File: src/rtl/alu_arbiter_pkg.sv
// alu_arbiter_pkg: ALU op codes, NZCV flag positions and output states.
// Shared by alu and alu_arbiter (build option: ALU_ARB_RR_EN).
package alu_arbiter_pkg;

  localparam int ALU_W      = 32;
  localparam int ALU_CTRL_W = 5;

  localparam logic [4:0] ALU_ADD  = 5'h00;
  localparam logic [4:0] ALU_SUB  = 5'h01;
  localparam logic [4:0] ALU_AND  = 5'h02;
  localparam logic [4:0] ALU_OR   = 5'h03;
  localparam logic [4:0] ALU_XOR  = 5'h04;
  localparam logic [4:0] ALU_SLL  = 5'h05;
  localparam logic [4:0] ALU_SRL  = 5'h06;
  localparam logic [4:0] ALU_SRA  = 5'h07;
  localparam logic [4:0] ALU_SLT  = 5'h08;
  localparam logic [4:0] ALU_SLTU = 5'h09;

  // Highest defined op; anything above is flagged as an error.
  localparam logic [4:0] ALU_OP_LAST = 5'h09;

  localparam int FLAG_N = 3;
  localparam int FLAG_Z = 2;
  localparam int FLAG_C = 1;
  localparam int FLAG_V = 0;

  typedef enum logic {
    OUT_EMPTY = 1'b0,
    OUT_FULL  = 1'b1
  } out_state_e;

  function automatic logic op_undefined(
    input logic [4:0] c
  );
    return c > ALU_OP_LAST;
  endfunction

endpackage

File: src/rtl/alu_arbiter_alu.sv
// alu: shared 32-bit combinational ALU with NZCV flags.
// C/V come from the single add/sub path (subtract for SUB/SLT/SLTU).
module alu
  import alu_arbiter_pkg::*;
(
  input  logic [31:0] a,
  input  logic [31:0] b,
  input  logic [4:0]  ctrl,
  output logic [31:0] result,
  output logic [3:0]  flags
);

  logic        sub_mode;
  logic [31:0] b_op;
  logic [32:0] sum;
  logic        carry;
  logic        ovf;

  // Adder path, op decode and flag generation
  always_comb begin
    sub_mode = (ctrl == ALU_SUB)
             | (ctrl == ALU_SLT)
             | (ctrl == ALU_SLTU);
    b_op  = sub_mode ? ~b : b;
    sum   = {1'b0, a} + {1'b0, b_op}
          + 33'(sub_mode);
    carry = sum[32];
    ovf   = (a[31] == b_op[31])
          & (sum[31] != a[31]);
    case (ctrl)
      ALU_ADD,
      ALU_SUB:  result = sum[31:0];
      ALU_AND:  result = a & b;
      ALU_OR:   result = a | b;
      ALU_XOR:  result = a ^ b;
      ALU_SLL:  result = a << b[4:0];
      ALU_SRL:  result = a >> b[4:0];
      ALU_SRA:  result = $signed(a) >>> b[4:0];
      ALU_SLT:  result = {31'b0, sum[31] ^ ovf};
      ALU_SLTU: result = {31'b0, ~carry};
      default:  result = '0;
    endcase
    flags          = '0;
    flags[FLAG_N]  = result[31];
    flags[FLAG_Z]  = (result == 32'b0);
    flags[FLAG_C]  = carry;
    flags[FLAG_V]  = ovf;
  end

endmodule

File: src/rtl/alu_arbiter.sv
// alu_arbiter: shares one ALU among NUM_REQ requesters, 1-cycle response.
// Define ALU_ARB_RR_EN for round-robin; default is fixed priority.
module alu_arbiter
  import alu_arbiter_pkg::*;
#(
  parameter  int NUM_REQ = 2,
  parameter  int XLEN    = 32,
  parameter  int CTRL_W  = 5,
  localparam int IDW     = $clog2(NUM_REQ)
) (
  input  logic                      clk,
  input  logic                      reset,
  input  logic [NUM_REQ-1:0]        req_valid,
  output logic [NUM_REQ-1:0]        req_ready,
  input  logic [NUM_REQ*XLEN-1:0]   req_a,
  input  logic [NUM_REQ*XLEN-1:0]   req_b,
  input  logic [NUM_REQ*CTRL_W-1:0] req_ctrl,
  output logic                      rsp_valid,
  input  logic                      rsp_ready,
  output logic [IDW-1:0]            rsp_id,
  output logic [XLEN-1:0]           rsp_result,
  output logic [3:0]                rsp_flags,
  output logic                      rsp_err
);

  logic [NUM_REQ-1:0] gnt;
  logic [IDW-1:0]     gnt_idx;
  logic               gnt_any;
  logic               can_accept;
  logic               accept;
  logic [XLEN-1:0]    sel_a;
  logic [XLEN-1:0]    sel_b;
  logic [CTRL_W-1:0]  sel_ctrl;
  logic [31:0]        alu_result;
  logic [3:0]         alu_flags;
  out_state_e         state;

`ifdef ALU_ARB_RR_EN
  logic [IDW-1:0] rr_ptr;

  function automatic logic [IDW-1:0] wrap_add(
    input logic [IDW-1:0] p,
    input int             k
  );
    int s;
    s = int'(p) + k;
    if (s >= NUM_REQ) s = s - NUM_REQ;
    return IDW'(s);
  endfunction

  // Round-robin: first valid requester at or after rr_ptr
  always_comb begin
    gnt_idx = '0;
    gnt_any = 1'b0;
    for (int k = NUM_REQ - 1; k >= 0; k--) begin
      if (req_valid[wrap_add(rr_ptr, k)]) begin
        gnt_idx = wrap_add(rr_ptr, k);
        gnt_any = 1'b1;
      end
    end
  end

  // Pointer moves past the winner only on an accept
  always_ff @(posedge clk) begin
    if (reset) begin
      rr_ptr <= '0;
    end else if (accept) begin
      rr_ptr <= wrap_add(gnt_idx, 1);
    end
  end
`else
  // Fixed priority: lowest valid index wins
  always_comb begin
    gnt_idx = '0;
    gnt_any = 1'b0;
    for (int i = NUM_REQ - 1; i >= 0; i--) begin
      if (req_valid[i]) begin
        gnt_idx = IDW'(i);
        gnt_any = 1'b1;
      end
    end
  end
`endif

  // One-hot grant from the winning index
  always_comb begin
    gnt = '0;
    if (gnt_any) gnt[gnt_idx] = 1'b1;
  end

  assign can_accept = (state == OUT_EMPTY)
                    | rsp_ready;
  assign accept     = gnt_any & can_accept;
  assign req_ready  = gnt
                    & {NUM_REQ{can_accept}};

  assign sel_a    = req_a[int'(gnt_idx)*XLEN +: XLEN];
  assign sel_b    = req_b[int'(gnt_idx)*XLEN +: XLEN];
  assign sel_ctrl =
    req_ctrl[int'(gnt_idx)*CTRL_W +: CTRL_W];

  alu u_alu (
    .a      (sel_a),
    .b      (sel_b),
    .ctrl   (sel_ctrl),
    .result (alu_result),
    .flags  (alu_flags)
  );

  assign rsp_valid = (state == OUT_FULL);

  // Output register: load on accept, drain on rsp_ready
  always_ff @(posedge clk) begin
    if (reset) begin
      state      <= OUT_EMPTY;
      rsp_id     <= '0;
      rsp_result <= '0;
      rsp_flags  <= '0;
      rsp_err    <= 1'b0;
    end else begin
      case (state)
        OUT_EMPTY: begin
          if (accept) begin
            state      <= OUT_FULL;
            rsp_id     <= gnt_idx;
            rsp_result <= alu_result;
            rsp_flags  <= alu_flags;
            rsp_err    <= op_undefined(sel_ctrl);
          end
        end
        OUT_FULL: begin
          if (accept) begin
            rsp_id     <= gnt_idx;
            rsp_result <= alu_result;
            rsp_flags  <= alu_flags;
            rsp_err    <= op_undefined(sel_ctrl);
          end else if (rsp_ready) begin
            state <= OUT_EMPTY;
          end
        end
        default: state <= OUT_EMPTY;
      endcase
    end
  end

endmodule
File: config.mk
export PLATFORM = sky130hd
export DESIGN_NAME = alu_arbiter
export DESIGN_NICKNAME = d
export VERILOG_FILES = /design/src/rtl/alu_arbiter_pkg.sv /design/src/rtl/alu_arbiter_alu.sv /design/src/rtl/alu_arbiter.sv
export SDC_FILE = /design/constraint.sdc
export NUM_CORES = 1
export LEC_CHECK = 0
export CORE_ASPECT_RATIO = 2
export CORE_UTILIZATION = 55
export CTS_CLUSTER_DIAMETER = 120
export DETAILED_ROUTE_END_ITERATION = 7
export PLACE_DENSITY = 0.81
export SLEW_MARGIN = 20
export SYNTH_ARGS = -nofsm -noshare
export SYNTH_HDL_FRONTEND = slang
export SYNTH_HIERARCHICAL = 1
export SYNTH_SLANG_ARGS = --single-unit
File: constraint.sdc
create_clock -name clk -period 8.1 [get_ports clk]
set_input_delay 2.025 -clock clk [delete_from_list [all_inputs] [get_ports clk]]
set_output_delay 2.025 -clock clk [all_outputs]
set_load 0.01 [all_outputs]
; ---- Yosys cells after proc, flatten, opt, wreduce, memory -nomap -nowiden
; Index checks and enable logic that the tools add are counted.
[op_classes]
n_addsub = 2
mul = 1
magnitude_cmp = 3
n_eq_ne = 11
n_shift = 6
muxes = 16
n_bitwise = 13
n_reduce_logical = 4
[ops]
columns = operator, count
row1 = $pmux 32 s9, 1
row2 = $shiftx 64x7->32, 2
row3 = $mux 32, 2
row4 = $add 32x32->33, 1
row5 = $add 33x1->33, 1
row6 = $and 32x32->32, 1
row7 = $logic_not 32->1, 1
row8 = $not 32->32, 1
row9 = $or 32x32->32, 1
row10 = $shl 32x5->32, 1
row11 = $shr 32x5->32, 1
row12 = $sshr 32x5->32, 1
row13 = $xor 32x32->32, 1
row14 = $eq 5x3->1 const B, 4
row15 = $eq 5x2->1 const B, 2
row16 = $eq 5x4->1 const B, 2
row17 = $shiftx 10x5->5, 1
row18 = $mux 1, 9
row19 = $eq 5x1->1 const B, 1
row20 = $gt 5x4->1 const B, 1
row21 = $logic_not 5->1, 1
row22 = $mul 1x3->4 const B, 1
row23 = $mux 4, 1
row24 = $or 1x1->1, 3
row25 = 13 further kinds, 15
[word_totals]
register_bits = 39
inputBits = 143
out_inout_bits = 41

; ---- Depth between registers and ports, before layout
[depth]
depth_word = 16
mapped_depth = 24

; ---- By module
; Netlist, hierarchy kept.
[modules_own_cells]
columns = module, instances, cells_per_inst, area_per_inst_um2, seq_area_each_um2
row1 = alu, 1, 1124, 7842.5, 0.0
row2 = alu_arbiter, 1, 251, 2235.9, 780.7

; ---- Worst setup path before layout
; No wires, ideal clock.
[synth_path]
path_kind = in2reg
start = in req_valid[0]
end = reg rsp_flags[2]
setup_time_ns = 0.134
arrival_time_ns = 6.897
t_required_ns = 7.966
slack_ns = 1.070
stages = 24
n_path_buf = 6
cell_sequence = nand2b_1 -> buf_6 -> buf_4 -> mux2_2 -> buf_2 -> inv_2 -> buf_1 -> buf_1 -> clkbuf_1 -> xnor2_1 -> ha_1 -> a221oi_1 -> o31a_1 -> nor3_1 -> o311ai_1 -> a21bo_2 -> nor3_1 -> a211o_1 -> or4_1 -> o211ai_1 -> nor2_1 -> and4b_1 -> nand2_1 -> a21oi_1
[synth_between]
word_cells_on_any_way = 38
cone_classes = add/sub: 2 / mul: 1 / eq/ne: 11 / shift: 6 / mux: 5 / bitwise: 10 / reduce/logical: 3
[synth_lines]
columns = item, line_no
row1 = start: declaration, alu_arbiter.sv:13  ; input logic [NUM_REQ-1:0] req_valid,
row2 = $mux 1 *, alu_arbiter.sv:77  ; if (req_valid[i]) begin
row3 = $shiftx 64x7->32 *, alu_arbiter.sv:98  ; assign sel_b = req_b[int'(gnt_idx)*XLEN +: XLEN];
row4 = via sel_b[2], alu_arbiter.sv:32  ; logic [XLEN-1:0] sel_b;
row5 = $not 32->32, alu_arbiter_alu.sv:24  ; b_op = sub_mode ? ~b : b;
row6 = $mux 32, alu_arbiter_alu.sv:24
row7 = $add 32x32->33, alu_arbiter_alu.sv:25  ; sum = {1'b0, a} + {1'b0, b_op}
row8 = $add 33x1->33, alu_arbiter_alu.sv:26  ; + 33'(sub_mode);
row9 = $ne 1x1->1, alu_arbiter_alu.sv:29  ; & (sum[31] != a[31]);
row10 = $and 1x1->1, alu_arbiter_alu.sv:29
row11 = $xor 1x1->1, alu_arbiter_alu.sv:39  ; ALU_SLT: result = {31'b0, sum[31] ^ ovf};
row12 = $pmux 32 s9 *, alu_arbiter_alu.sv:30  ; case (ctrl)
row13 = via alu_result[0], alu_arbiter.sv:34  ; logic [31:0] alu_result;
row14 = $logic_not 32->1 *, alu_arbiter_alu.sv:45  ; flags[FLAG_Z] = (result == 32'b0);
row15 = via alu_flags[2], alu_arbiter.sv:35  ; logic [3:0] alu_flags;
row16 = $mux 4 *, "alu_arbiter.sv:123, alu_arbiter.sv:132"
row17 = end signal: assignment, alu_arbiter.sv:127  ; rsp_flags <= alu_flags;
row18 = end signal: assignment, alu_arbiter.sv:135  ; rsp_flags <= alu_flags;
row19 = end: declaration, alu_arbiter.sv:22  ; output logic [3:0] rsp_flags,
; Mark *: on every way through the listed nets, which the timed path passes. The rest lies on a longest branch. The select of a mux whose other input is x is not followed.
; A chain may end at the register's enable or synchronous reset.

; ---- Final worst setup path
[layout_path]
start = in req_valid[0]
end = reg rsp_flags[2]
[layout_between]
word_cells_on_any_way = 38
cone_classes = add/sub: 2 / mul: 1 / eq/ne: 11 / shift: 6 / mux: 5 / bitwise: 10 / reduce/logical: 3
[layout_lines]
columns = item, line_no
row1 = $mux 1 *, alu_arbiter.sv:77
row2 = $mul 1x3->4 *, alu_arbiter.sv:100  ; req_ctrl[int'(gnt_idx)*CTRL_W +: CTRL_W];
row3 = $shiftx 10x5->5 *, alu_arbiter.sv:100
row4 = via sel_ctrl[1], alu_arbiter.sv:33  ; logic [CTRL_W-1:0] sel_ctrl;
row5 = $eq 5x1->1 / $eq 5x4->1 (equally long branches), "alu_arbiter_alu.sv:21, alu_arbiter_alu.sv:30, alu_arbiter_alu.sv:22"
row6 = $or 1x1->1, alu_arbiter_alu.sv:22  ; | (ctrl == ALU_SLT)
row7 = $or 1x1->1, alu_arbiter_alu.sv:23  ; | (ctrl == ALU_SLTU);
row8 = $mux 32, alu_arbiter_alu.sv:24
row9 = $add 32x32->33, alu_arbiter_alu.sv:25
row10 = $add 33x1->33, alu_arbiter_alu.sv:26
row11 = $pmux 32 s9 *, alu_arbiter_alu.sv:30
row12 = via alu_result[28], alu_arbiter.sv:34
row13 = $logic_not 32->1 *, alu_arbiter_alu.sv:45
row14 = via alu_flags[2], alu_arbiter.sv:35
row15 = $mux 4 *, "alu_arbiter.sv:123, alu_arbiter.sv:132"
; Marked as above.

==> flow_summary.yaml <==
status:
  outcome: "finished with violations"
  failed_checks: "DRC"
power_and_ir_drop:
  p_leak_nw: 4.96
  power_density_nw_per_um2: 127
  total_power_w: 0.00156
  vdd_ir_drop_max_mv: 0.181
global_routing:
  grt_pass1_wl_mm: 69.3
  grt_pass1_vias: 12024
  track_usage_pct: 48.0
  grt_antenna_before_repair: 1
  grt_overflow: 0
  grt_start_max_net_pins: 91
min_path:
  min_path_type: "flop to flop"
placement:
  gp_congestion: 1.09
  portBuffers: 183
  place.detailed.hpwl_mm: 36.9
  place_ws_ps: 166
  placed_cell_area_sq_um: 12000
floorplanning:
  die_w_um: 97.7
  ioPinCount: 184
  die_h_um: 193
  initial_utilization_pct: 56.4
  die-area_sq_um: 18900
  rows: 69
  core_sq_um: 17900
yosys:
  synth_top_area_share_pct: 11.9
  syn-cell-area_sq_um: 10100
  synth.distinct_cells: 84
  avgSynthCellArea_sq_um: 7.33
  ys.warnings.count: 6
  syn-num-nets: 1615
  synthFlopType: "dfxtp_1"
  syn_inst: 1375
  synth_seq_area_share_pct: 7.75
  ys_seq_elements: 39
  async_reset_ff_share_pct: 0
  yosys.area.top_type: "ha_1"
  synthTopCellsByArea: "ha_1, mux2_2, dfxtp_1"
  synth_enable_flop_cells: 0
critical_path:
  startpoint_type: "primary input"
  cp.required_ps: 8320
  endpoint_kind: "flop"
  crit_slowest_cell: "clkdlybuf4s50_1"
  r2r_slack_ps: 6320
  cpPeakStageDelay_ps: 590
  critical_path_class: "primary input to flop"
  cp_cell_sequence: "clkdlybuf4s50_1, nand2b_4, mux2_2, or3_1, nor2_4, buf_4, buf_4, xnor2_1, ha_1, a21oi_1, nor2_1, a211oi_1, nor3_1, nor4_2, o21ai_0, a311o_1, nor4b_1, and4b_1, and4b_1, nand2_1, a21oi_1"
  worstPathMaxFanout: 16
  arrival_ps: 8000
final_layout:
  fin_nets: 1747
  stdcell_area_sq_um: 12300
  area_growth_pct: 21.7
  fill_cells: 1540
  antenna_cells: 0
  drive_gt1_share_pct: 13.3
clock_tree:
  cts.clk_slew.worst_paths_ps: 60
  clkLatencyLatePin_ps: 290
  post_cts_resized: 0
  clockRootBuffer: "clkbuf_16"
  cts_setup_buffers: 0
  hold_buffers: 0
  numCtsBuffers: 5
  clockBufferDepth: 2
  cts_sinks: 39
  h-tree-depth: 2
  cts_tree: "done"
timing:
  setup_viol: 0
  grt_setup_unrepaired: "false"
  hold_violations: 0
  fin_crit_ps: 7780
  finalClockSkew_ps: 8.26
  max_freq_mhz: 129
  period_share_pct: 96.0
  slew_headroom_pct: 30.5
  fin_ws_ps: 322
  fin_setup_tns_ps: 0
  drv_slew: 0
  tightest_slew_ps: 1040
route:
  drt-pass1-iter-count: 8
  drt-total-wl_mm: 46.5
  dr_total_vias: 12334
  routed_via_density: 7.17
  wl_per_cell_um: 27.0
  drc_errors: 18
  ant_nets: 0
  drt_iter0_markers: 1541
job:
  cap_violations: 0
## synthesized netlist by cell type, drive strengths merged (11+ instances only)
cell    instances
dfxtp          39
clkbuf         42
nand4          14
mux4           30
a221oi         22
ha             96
nor3           49
mux2           94
inv            72
xnor2          44
o21ai          89
mux2i          49
nor2          105
a211oi         20
nand3          18
nand2         199
a21oi         106
nand2b         13
a31oi          11
o211ai         22
buf            58
and2           12
## registers in the layout, indices dropped and copies added, names as in the netlist
register,cells
rsp_result,32
rsp_flags,4
rsp_err,1
rsp_id,1
rsp_valid,1
## placed cells by master, fill, tap and decap left out, types with 9 or more instances in the layout
| master | netlist | final |
|---|---|---|
| mux4_2 | 30 | 30 |
| nor3_1 | 48 | 46 |
| o211ai_1 | 22 | 22 |
| a211o_1 | 9 | 9 |
| mux2i_1 | 47 | 47 |
| and2_1 | 12 | 12 |
| a21oi_1 | 106 | 106 |
| inv_1 | 70 | 70 |
| nand2_1 | 199 | 199 |
| buf_4 | 13 | 39 |
| a221oi_1 | 22 | 22 |
| o21ai_0 | 86 | 85 |
| ha_1 | 96 | 96 |
| nor2_1 | 104 | 103 |
| nand4_1 | 14 | 14 |
| mux2_2 | 91 | 89 |
| a31oi_1 | 11 | 11 |
| clkdlybuf4s50_1 | 0 | 183 |
| xnor2_1 | 44 | 44 |
| a211oi_1 | 19 | 19 |
| dfxtp_1 | 39 | 39 |
| nand2b_1 | 13 | 12 |
| nand3_1 | 18 | 18 |
## critical path: cells and delay by family
family | cells | cell delay [ps]
simple gates | 10 | 2330
compound gates | 5 | 1440
buf+inv | 3 | 1220
mux | 1 | 450
fa+ha+maj | 1 | 340
xor+xnor | 1 | 160
## kinds of logic (layout without fill, tap and decap cells)
| logic type | count (synthesis) | count (layout) | synth area share [%] |
|---|---|---|---|
| adder cells (fa/ha/maj) | 97 | 97 | 12.1 |
| buffers and inverters | 172 | 304 | 7.54 |
| multiplexers | 173 | 173 | 22.3 |
| flip-flops | 39 | 39 | 7.75 |
| XOR/XNOR | 48 | 48 | 4.17 |
| AO/OA/AOI/OAI | 378 | 378 | 24.8 |
| AND/OR/NAND/NOR | 468 | 469 | 21.4 |
## stage by stage
stage	util [%]	std cells	hold WS [ps]
global placement	67.4	1712	441
global route	68.6	1721	474
CTS	68.5	1720	455
detailed placement	67.4	1712	446
finish	68.6	1721	454
floorplan	-	1375	481
## worst paths after layout
kind                            endpoint  cells after the start                        start
max            rsp_flags[2]$_SDFFE_PP0P_                     21                 req_valid[0]
min reg2reg  rsp_result[24]$_SDFFE_PP0P_                      2  rsp_result[24]$_SDFFE_PP0P_
min          rsp_result[24]$_SDFFE_PP0P_                      2  rsp_result[24]$_SDFFE_PP0P_
max reg2reg    rsp_flags[3]$_SDFFE_PP0P_                      4         rsp_valid$_SDFF_PP0_
## cell type report
cell class	count	area [sq um]	share of cell area (%)
clock inverter	2	60.1	0.490
tap	213	267	2.17
clock buffer	6	129	1.05
inverter	72	270	2.20
timing repair buffer	224	2160	17.6
multi-input combinational	1165	8600	70.1
sequential	39	781	6.37
## where the power goes
part	internal (W)	switching (W)
logic	0.000430	0.000653
registers	0.000205	0.00000646
clock network	0.000177	0.0000870
total	0.000812	0.000746
## per-layer routing
layer	wire length (um)	track usage, %
met1	15000	49.4
met2	22100	82.5
met3	3970	7.66
met4	5490	43.8
met5	11	0
Power figures use the tool's default switching activity.
